### src/rtl/eeprom_page_program_ctrl_pkg.sv
`default_nettype none
// ============================================================================
// Module   : eeprom_page_program_ctrl_pkg
// Brief    : Opcodes, status bit index and state encoding for the page programmer.
// Revision : 1.0
// ============================================================================
package eeprom_page_program_ctrl_pkg;

    localparam logic [7:0] c_opc_wren  = 8'h06;
    localparam logic [7:0] c_opc_pp    = 8'h02;
    localparam logic [7:0] c_opc_rdsr  = 8'h05;
    localparam logic [7:0] c_dummy     = 8'h00;
    localparam int         c_wip_bit   = 0;

    typedef enum logic [3:0] {
        ST_IDLE     = 4'd0,
        ST_GAP      = 4'd1,
        ST_WREN_TX  = 4'd2,
        ST_PP_CMD   = 4'd3,
        ST_PP_ADDR  = 4'd4,
        ST_PP_DATA  = 4'd5,
        ST_POLL_CMD = 4'd6,
        ST_POLL_RD  = 4'd7,
        ST_NEXT     = 4'd8,
        ST_FINISH   = 4'd9
    } state_t;

endpackage
`default_nettype wire

### src/rtl/eeprom_page_program_ctrl_if.sv
`default_nettype none
// ============================================================================
// Module   : eeprom_page_program_ctrl_if
// Brief    : Byte-level SPI master handshake plus device chip select.
// Revision : 1.0
// ============================================================================
interface eeprom_page_program_ctrl_if;

    logic       spi_start;
    logic [7:0] spi_tx;
    logic       spi_done;
    logic [7:0] spi_rx;
    logic       nCS;

    modport master (output spi_start, output spi_tx, output nCS,
                    input  spi_done,  input  spi_rx);
    modport slave  (input  spi_start, input  spi_tx, input  nCS,
                    output spi_done,  output spi_rx);

endinterface
`default_nettype wire

### src/rtl/eeprom_page_program_ctrl_spi_cmd_seq_cnt.sv
`default_nettype none
// ============================================================================
// Module   : spi_cmd_seq_cnt
// Brief    : Shared down-counter for byte counts and the chip-select gap timer.
// Revision : 1.0
// ============================================================================
module spi_cmd_seq_cnt #(
    parameter int WIDTH = 9
) (
    input  wire              clk,
    input  wire              rst,
    input  wire              i_load,
    input  wire [WIDTH-1:0]  i_load_val,
    input  wire              i_dec,
    output logic             o_last
);

    logic [WIDTH-1:0] r_count;

    always_ff @(posedge clk or posedge rst) begin
        if (rst) begin
            r_count <= '0;
        end else if (i_load) begin
            r_count <= i_load_val;
        end else if (i_dec && (r_count != '0)) begin
            r_count <= r_count - WIDTH'(1);
        end
    end

    assign o_last = (r_count == WIDTH'(1));

endmodule
`default_nettype wire

### src/rtl/eeprom_page_program_ctrl.sv
`default_nettype none
// ============================================================================
// Module   : eeprom_page_program_ctrl
// Brief    : Programs N consecutive pages: WREN, PP + address + data, RDSR poll.
// Revision : 1.0
// ============================================================================
module eeprom_page_program_ctrl
    import eeprom_page_program_ctrl_pkg::*;
#(
    parameter int ADDR_BYTES = 3,
    parameter int PAGE_BYTES = 256,
    parameter int POLL_LIMIT = 65535,
    parameter int CS_GAP     = 2
) (
    input  wire                              clk,
    input  wire                              rst,
    input  wire                              start,
    input  wire [8*ADDR_BYTES-1:0]           base_addr,
    input  wire [15:0]                       num_pages,
    eeprom_page_program_ctrl_if.master       spi,
    output logic [$clog2(PAGE_BYTES)-1:0]    buf_addr,
    input  wire [7:0]                        buf_data,
    output logic                             page_done,
    output logic                             busy,
    output logic                             error
);

    localparam int ADDR_W = 8 * ADDR_BYTES;
    localparam int BUF_W  = $clog2(PAGE_BYTES);
    localparam int GAP_W  = $clog2(CS_GAP + 1);
    localparam int CNT_W  = (BUF_W + 1 > GAP_W) ? BUF_W + 1 : GAP_W;
    localparam int POLL_W = $clog2(POLL_LIMIT + 1);

    localparam logic [CNT_W-1:0]  c_gap_load  = CNT_W'(CS_GAP);
    localparam logic [CNT_W-1:0]  c_addr_load = CNT_W'(ADDR_BYTES);
    localparam logic [CNT_W-1:0]  c_page_load = CNT_W'(PAGE_BYTES);
    localparam logic [POLL_W-1:0] c_poll_lim  = POLL_W'(POLL_LIMIT);

    state_t              r_state, w_state, r_after_gap, w_after_gap;
    logic                r_wait, w_wait;
    logic [ADDR_W-1:0]   r_page_addr, w_page_addr, r_addr_sh, w_addr_sh;
    logic [15:0]         r_pages_left, w_pages_left;
    logic [POLL_W-1:0]   r_poll_cnt, w_poll_cnt, w_poll_inc;
    logic                r_ncs, w_ncs, r_spi_start, w_spi_start;
    logic [7:0]          r_spi_tx, w_spi_tx;
    logic [BUF_W-1:0]    r_buf_addr, w_buf_addr;
    logic                r_page_done, w_page_done, r_busy, w_busy, r_error, w_error;
    logic                w_cnt_load, w_cnt_dec, w_cnt_last, w_done;
    logic [CNT_W-1:0]    w_cnt_val;

    spi_cmd_seq_cnt #(.WIDTH(CNT_W)) u_cnt (
        .clk        (clk),
        .rst        (rst),
        .i_load     (w_cnt_load),
        .i_load_val (w_cnt_val),
        .i_dec      (w_cnt_dec),
        .o_last     (w_cnt_last)
    );

    // A done is only honoured once our spi_start has been seen by the master.
    assign w_done     = spi.spi_done && r_wait && !r_spi_start;
    assign w_poll_inc = r_poll_cnt + POLL_W'(1);

    always_ff @(posedge clk or posedge rst) begin
        if (rst) begin
            r_state      <= ST_IDLE;
            r_after_gap  <= ST_IDLE;
            r_wait       <= 1'b0;
            r_page_addr  <= '0;
            r_addr_sh    <= '0;
            r_pages_left <= '0;
            r_poll_cnt   <= '0;
            r_ncs        <= 1'b1;
            r_spi_start  <= 1'b0;
            r_spi_tx     <= '0;
            r_buf_addr   <= '0;
            r_page_done  <= 1'b0;
            r_busy       <= 1'b0;
            r_error      <= 1'b0;
        end else begin
            r_state      <= w_state;
            r_after_gap  <= w_after_gap;
            r_wait       <= w_wait;
            r_page_addr  <= w_page_addr;
            r_addr_sh    <= w_addr_sh;
            r_pages_left <= w_pages_left;
            r_poll_cnt   <= w_poll_cnt;
            r_ncs        <= w_ncs;
            r_spi_start  <= w_spi_start;
            r_spi_tx     <= w_spi_tx;
            r_buf_addr   <= w_buf_addr;
            r_page_done  <= w_page_done;
            r_busy       <= w_busy;
            r_error      <= w_error;
        end
    end

    always_comb begin
        w_state      = r_state;
        w_after_gap  = r_after_gap;
        w_wait       = r_wait;
        w_page_addr  = r_page_addr;
        w_addr_sh    = r_addr_sh;
        w_pages_left = r_pages_left;
        w_poll_cnt   = r_poll_cnt;
        w_ncs        = r_ncs;
        w_spi_start  = 1'b0;
        w_spi_tx     = r_spi_tx;
        w_buf_addr   = r_buf_addr;
        w_page_done  = 1'b0;
        w_error      = r_error;
        w_cnt_load   = 1'b0;
        w_cnt_val    = c_gap_load;
        w_cnt_dec    = 1'b0;

        case (r_state)
            ST_IDLE: begin
                if (start && !r_busy) begin
                    w_page_addr  = base_addr;
                    w_pages_left = num_pages;
                    w_error      = 1'b0;
                    w_buf_addr   = '0;
                    if (num_pages == 16'd0) begin
                        w_state = ST_FINISH;
                    end else begin
                        w_state     = ST_GAP;
                        w_after_gap = ST_WREN_TX;
                        w_cnt_load  = 1'b1;
                    end
                end
            end
            ST_GAP: begin
                w_cnt_dec = 1'b1;
                if (w_cnt_last) begin
                    w_state = r_after_gap;
                    w_ncs   = 1'b0;
                    w_wait  = 1'b0;
                end
            end
            ST_WREN_TX: begin
                if (!r_wait) begin
                    w_spi_start = 1'b1;
                    w_spi_tx    = c_opc_wren;
                    w_wait      = 1'b1;
                end else if (w_done) begin
                    w_ncs       = 1'b1;
                    w_state     = ST_GAP;
                    w_after_gap = ST_PP_CMD;
                    w_cnt_load  = 1'b1;
                end
            end
            ST_PP_CMD: begin
                if (!r_wait) begin
                    w_spi_start = 1'b1;
                    w_spi_tx    = c_opc_pp;
                    w_wait      = 1'b1;
                end else if (w_done) begin
                    w_state    = ST_PP_ADDR;
                    w_wait     = 1'b0;
                    w_addr_sh  = r_page_addr;
                    w_cnt_load = 1'b1;
                    w_cnt_val  = c_addr_load;
                end
            end
            ST_PP_ADDR: begin
                if (!r_wait) begin
                    w_spi_start = 1'b1;
                    w_spi_tx    = r_addr_sh[ADDR_W-1 -: 8];
                    w_addr_sh   = r_addr_sh << 8;
                    w_wait      = 1'b1;
                end else if (w_done) begin
                    w_wait    = 1'b0;
                    w_cnt_dec = 1'b1;
                    if (w_cnt_last) begin
                        w_state    = ST_PP_DATA;
                        w_cnt_load = 1'b1;
                        w_cnt_val  = c_page_load;
                    end
                end
            end
            ST_PP_DATA: begin
                // buf_addr runs one byte ahead so the next read has settled by the next issue.
                if (!r_wait) begin
                    w_spi_start = 1'b1;
                    w_spi_tx    = buf_data;
                    w_buf_addr  = r_buf_addr + BUF_W'(1);
                    w_wait      = 1'b1;
                end else if (w_done) begin
                    w_wait    = 1'b0;
                    w_cnt_dec = 1'b1;
                    if (w_cnt_last) begin
                        w_ncs       = 1'b1;
                        w_state     = ST_GAP;
                        w_after_gap = ST_POLL_CMD;
                        w_cnt_load  = 1'b1;
                    end
                end
            end
            ST_POLL_CMD: begin
                if (!r_wait) begin
                    w_spi_start = 1'b1;
                    w_spi_tx    = c_opc_rdsr;
                    w_wait      = 1'b1;
                end else if (w_done) begin
                    w_state    = ST_POLL_RD;
                    w_wait     = 1'b0;
                    w_poll_cnt = '0;
                end
            end
            ST_POLL_RD: begin
                if (!r_wait) begin
                    w_spi_start = 1'b1;
                    w_spi_tx    = c_dummy;
                    w_wait      = 1'b1;
                end else if (w_done) begin
                    if (!spi.spi_rx[c_wip_bit]) begin
                        w_ncs   = 1'b1;
                        w_state = ST_NEXT;
                    end else if (w_poll_inc == c_poll_lim) begin
                        w_poll_cnt = w_poll_inc;
                        w_error    = 1'b1;
                        w_ncs      = 1'b1;
                        w_state    = ST_IDLE;
                    end else begin
                        w_poll_cnt = w_poll_inc;
                        w_wait     = 1'b0;
                    end
                end
            end
            ST_NEXT: begin
                w_page_done  = 1'b1;
                w_page_addr  = r_page_addr + ADDR_W'(PAGE_BYTES);
                w_pages_left = r_pages_left - 16'd1;
                if (r_pages_left == 16'd1) begin
                    w_state = ST_FINISH;
                end else begin
                    w_state     = ST_GAP;
                    w_after_gap = ST_WREN_TX;
                    w_cnt_load  = 1'b1;
                end
            end
            ST_FINISH: begin
                w_state = ST_IDLE;
            end
            default: begin
                w_state = ST_IDLE;
                w_ncs   = 1'b1;
            end
        endcase

        // busy lingers through the IDLE-entry cycle following FINISH.
        w_busy = (w_state != ST_IDLE) || (r_state == ST_FINISH);
    end

    assign spi.spi_start = r_spi_start;
    assign spi.spi_tx    = r_spi_tx;
    assign spi.nCS       = r_ncs;
    assign buf_addr      = r_buf_addr;
    assign page_done     = r_page_done;
    assign busy          = r_busy;
    assign error         = r_error;

endmodule
`default_nettype wire

### src/flat_wrapper.sv
// flat-port wrapper written by rule: the top's interface ports become plain ports
module eeprom_page_program_ctrl_flat import eeprom_page_program_ctrl_pkg::*;
#(
    parameter int ADDR_BYTES = 3,
    parameter int PAGE_BYTES = 256,
    parameter int POLL_LIMIT = 65535,
    parameter int CS_GAP     = 2
)
  (clk, rst, start, base_addr, num_pages, buf_addr, buf_data, page_done, busy, error, spi_spi_start, spi_spi_tx, spi_nCS, spi_spi_done, spi_spi_rx);
  eeprom_page_program_ctrl_if spi_i ();
  input  wire clk;
  input  wire rst;
  input  wire start;
  input  wire [8*ADDR_BYTES-1:0] base_addr;
  input  wire [15:0] num_pages;
  output logic [$clog2(PAGE_BYTES)-1:0] buf_addr;
  input  wire [7:0] buf_data;
  output logic page_done;
  output logic busy;
  output logic error;
  output wire logic [$bits(spi_i.spi_start)-1:0] spi_spi_start;
  output wire logic [$bits(spi_i.spi_tx)-1:0] spi_spi_tx;
  output wire logic [$bits(spi_i.nCS)-1:0] spi_nCS;
  input wire logic [$bits(spi_i.spi_done)-1:0] spi_spi_done;
  input wire logic [$bits(spi_i.spi_rx)-1:0] spi_spi_rx;
  assign spi_spi_start = spi_i.spi_start;
  assign spi_spi_tx = spi_i.spi_tx;
  assign spi_nCS = spi_i.nCS;
  assign spi_i.spi_done = spi_spi_done;
  assign spi_i.spi_rx = spi_spi_rx;
  eeprom_page_program_ctrl #(.ADDR_BYTES(ADDR_BYTES), .PAGE_BYTES(PAGE_BYTES), .POLL_LIMIT(POLL_LIMIT), .CS_GAP(CS_GAP)) u_core (.clk(clk), .rst(rst), .start(start), .base_addr(base_addr), .num_pages(num_pages), .spi(spi_i), .buf_addr(buf_addr), .buf_data(buf_data), .page_done(page_done), .busy(busy), .error(error));
endmodule
### config.mk
export PLATFORM = sky130hd
export DESIGN_NAME = eeprom_page_program_ctrl_flat
export DESIGN_NICKNAME = d
export VERILOG_FILES = /design/src/rtl/eeprom_page_program_ctrl_pkg.sv /design/src/rtl/eeprom_page_program_ctrl_if.sv /design/src/rtl/eeprom_page_program_ctrl_spi_cmd_seq_cnt.sv /design/src/rtl/eeprom_page_program_ctrl.sv /design/src/flat_wrapper.sv
export SDC_FILE = /design/constraint.sdc
export NUM_CORES = 1
export LEC_CHECK = 0
export BUFFER_PORTS_ARGS = -buffer_cell sky130_fd_sc_hd__clkbuf_2
export CAP_MARGIN = 5
export CORE_MARGIN = 1
export CORE_UTILIZATION = 63
export DETAILED_ROUTE_END_ITERATION = 8
export MAX_ROUTING_LAYER = met4
export PLACE_DENSITY_LB_ADDON = 0.08
export SYNTH_ARGS = -nofsm -noshare
export SYNTH_HDL_FRONTEND = slang
export SYNTH_SLANG_ARGS = --single-unit
### constraint.sdc
create_clock -name clk -period 6.28 [get_ports clk]
set_input_delay 0.628 -clock clk [delete_from_list [all_inputs] [get_ports clk]]
set_output_delay 0.628 -clock clk [all_outputs]
set_load 0.05 [all_outputs]
==> flow_summary.yaml <==
worst_setup_path:
  path_delay_family: "simple AND/OR/NAND/NOR gates"
  cp.required_ps: 6670
  path_max_fanout: 26
  slowest_delay_ps: 830
  endpoint_kind: "flip-flop"
  r2r_setup_slack_ps: 2780
  worst-setup-path-type: "flip-flop to flip-flop"
  start_kind: "flip-flop"
  slowest_stage: "dfrtp_1"
  reg2reg_from: "u_core.r_state[1]"
  reg2reg_to: "u_core.busy"
  path_cells: "nor3_1, nand2_1, inv_1, and4_1, or3_1, or4_1"
  crit_buf_inv: 1
  cp.arrival_ps: 3890
  cp_num_cells: 6
  rr_worst_depth: 6
min_path:
  hp-class: "input pin to asynchronous set/reset pin"
drt:
  dr.pass1.iters: 5
  dr.first_iter.drc_count: 497
  wl_per_cell_um: 17.2
  ant_nets: 0
  drcViolationCount: 0
  route.vias.total: 5684
  drt-total-wl_mm: 15.3
  routed_via_density: 6.39
outcome:
  status: "finished clean"
yosys:
  syn_inst: 687
  synthesis.area_sq_um: 6170
  synthFlopType: "dfrtp_1"
  synth_common_cells: "dfrtp_1, nand2_1, o21ai_0"
  synth_cell_types: 61
  yosysTopAreaCell: "dfrtp_1"
  yosysSeqAreaShare: 0.479
  ys_async_sr_fraction: 1.00
  syn-num-nets: 755
  synth_area_leaders: "dfrtp_1, o21ai_0, nand2_1"
  syn_area_per_cell_sq_um: 8.98
  yosysTopAreaCellShare: 0.474
  synth-seq-cells: 118
  yosys_warnings: 0
  synth_most_common_cell: "dfrtp_1"
  synth_enable_flop_cells: 0
global_routing:
  grt_pass1_vias: 5280
  grt_use_total: 0.331
  antenna_found_initial: 1
  grt.overflow.total: 0
  grt_max_degree: 83
  grt_pass1_wl_mm: 25.3
clocking:
  post-cts-setup-buffers: 0
  cts_hold_buf: 0
  cts_htree_levels: 4
  cts_resized: 0
  root_buffer: "clkbuf_8"
  path_clk_slew_ps: 60
  clock_tree.buffer_depth: 2
  cts_made_buffers: 17
  insertion_delay_ps: 520
  clkSinkCount: 118
  cts_tree: "built"
timing:
  max_slew_margin: 0.130
  hold_slack_ps: 105
  fin_tns_setup_ps: 0
  period_share: 0.558
  min_period_ps: 3500
  fin_skew_ps: 9.39
  slew_violations: 0
  setup_violations: 0
  rsz0062_at_grt: "false"
  final_hold_viol_count: 0
  fmax_ghz: 0.286
  tightest_slew_ps: 1290
  fin_ws_ps: 2780
finish:
  drive_gt1_frac: 0.166
  area_delta_synth_final_pct: 17.3
  final_area_sq_um: 7240
  nets: 816
  instances_no_fill: 890
power:
  vdd_ir_drop_max_mv: 0.246
  power_density_nw_per_um2: 471
  p_leak_nw: 3.30
die:
  num_rows: 35
  dieArea_sq_um: 10200
  initial_core_util: 0.658
  die_h_um: 101
  ioPinCount: 81
  dieWidth_um: 101
  coreArea_sq_um: 9370
place:
  placed_area_sq_um: 6620
  place_hpwl_mm: 10.1
  post-place-ws_ps: 2870
  globalplace.congestion: 0.906
  placed_cells: 858
  portBuffers: 73
flow_run:
  drv_cap: 0
==> cells in the final DEF, fill, tap and decap left out, types with 11 or more instances in the layout <==
cell / count
clkbuf_16: 16
nand2_1: 93
clkbuf_2: 73
o31ai_1: 11
inv_1: 14
xor2_1: 15
nand4_1: 17
o21ai_0: 82
nor2_1: 65
mux2i_1: 18
dfrtp_1: 117
a21oi_1: 23
nand3_1: 24
nor3_1: 19
==> area by class of cell <==
| cell class | instances | area, sq um |
|---|---|---|
| Multi-Input combinational cell | 516 | 3030 |
| Clock buffer | 17 | 414 |
| Clock inverter | 14 | 203 |
| Timing Repair Buffer | 80 | 418 |
| Fill cell | 679 | 2130 |
| Tap cell | 129 | 161 |
| Sequential cell | 118 | 2950 |
| Inverter | 15 | 58.8 |
| Antenna cell | 1 | 2.50 |
==> power breakdown <==
part | total, W | leakage (nW) | switching (W) | internal (W)
combinational | 0.00110 | 1.50 | 0.000699 | 0.000403
clock | 0.00101 | 0.292 | 0.000359 | 0.000647
sequential | 0.00130 | 1.51 | 0.000287 | 0.00101
==> state kept, by name, summed over array words and instances, names as in the netlist <==
signal	flops
u_core.error	1
u_core.r_state	4
u_core.busy	1
u_core.spi.spi_start	1
u_core.spi.nCS	1
u_core.r_wait	1
u_core.buf_addr	8
u_core.r_page_addr	24
u_core.spi.spi_tx	8
u_core.r_addr_sh	24
u_core.r_after_gap	3
u_core.u_cnt.r_count	9
u_core.r_pages_left	16
u_core.r_poll_cnt	16
u_core.page_done	1
==> stage by stage <==
stage          total power, W   util
4_1_cts               0.00340  0.772
6_report              0.00341  0.772
3_5_place_dp          0.00237  0.706
5_1_grt               0.00359  0.772
3_3_place_gp          0.00231  0.706
2_1_floorplan         0.00208      -
==> kinds of logic (layout without fill, tap and decap cells) <==
| family | Yosys count | in the layout | share of synthesized area |
|---|---|---|---|
| adder cells (fa/ha/maj) | 8 | 8 | 0.0162 |
| AND/OR/NAND/NOR | 274 | 274 | 0.211 |
| buffers and inverters | 53 | 126 | 0.0328 |
| AO/OA/AOI/OAI | 196 | 196 | 0.202 |
| other | 0 | 1 | 0 |
| XOR/XNOR | 17 | 17 | 0.0241 |
| flip-flops | 118 | 118 | 0.479 |
| multiplexers | 21 | 21 | 0.0347 |
==> how the worst max path moves through the flow <==
stage,startpoint,endpoint,slack [ps]
6_report,u_core.r_state[1],u_core.busy,2780
5_1_grt,u_core.r_state[1],u_core.busy,2600
4_1_cts,u_core.r_state[1],u_core.busy,2830
3_5_place_dp,u_core.r_state[1],u_core.busy,2870
3_3_place_gp,u_core.r_state[1],u_core.busy,2930
2_1_floorplan,rst,u_core.buf_addr[0],2520
==> routing by layer <==
layer / track usage / vias to the layer above / wire [um]
met2: 0.495 / 258 / 7190
met5: - / - / 0
li1: - / 2626 / -
met4: 0.115 / 0 / 236
met1: 0.448 / 2769 / 6860
met3: 0.0721 / 31 / 1060
(Power assumes the default switching activity.)
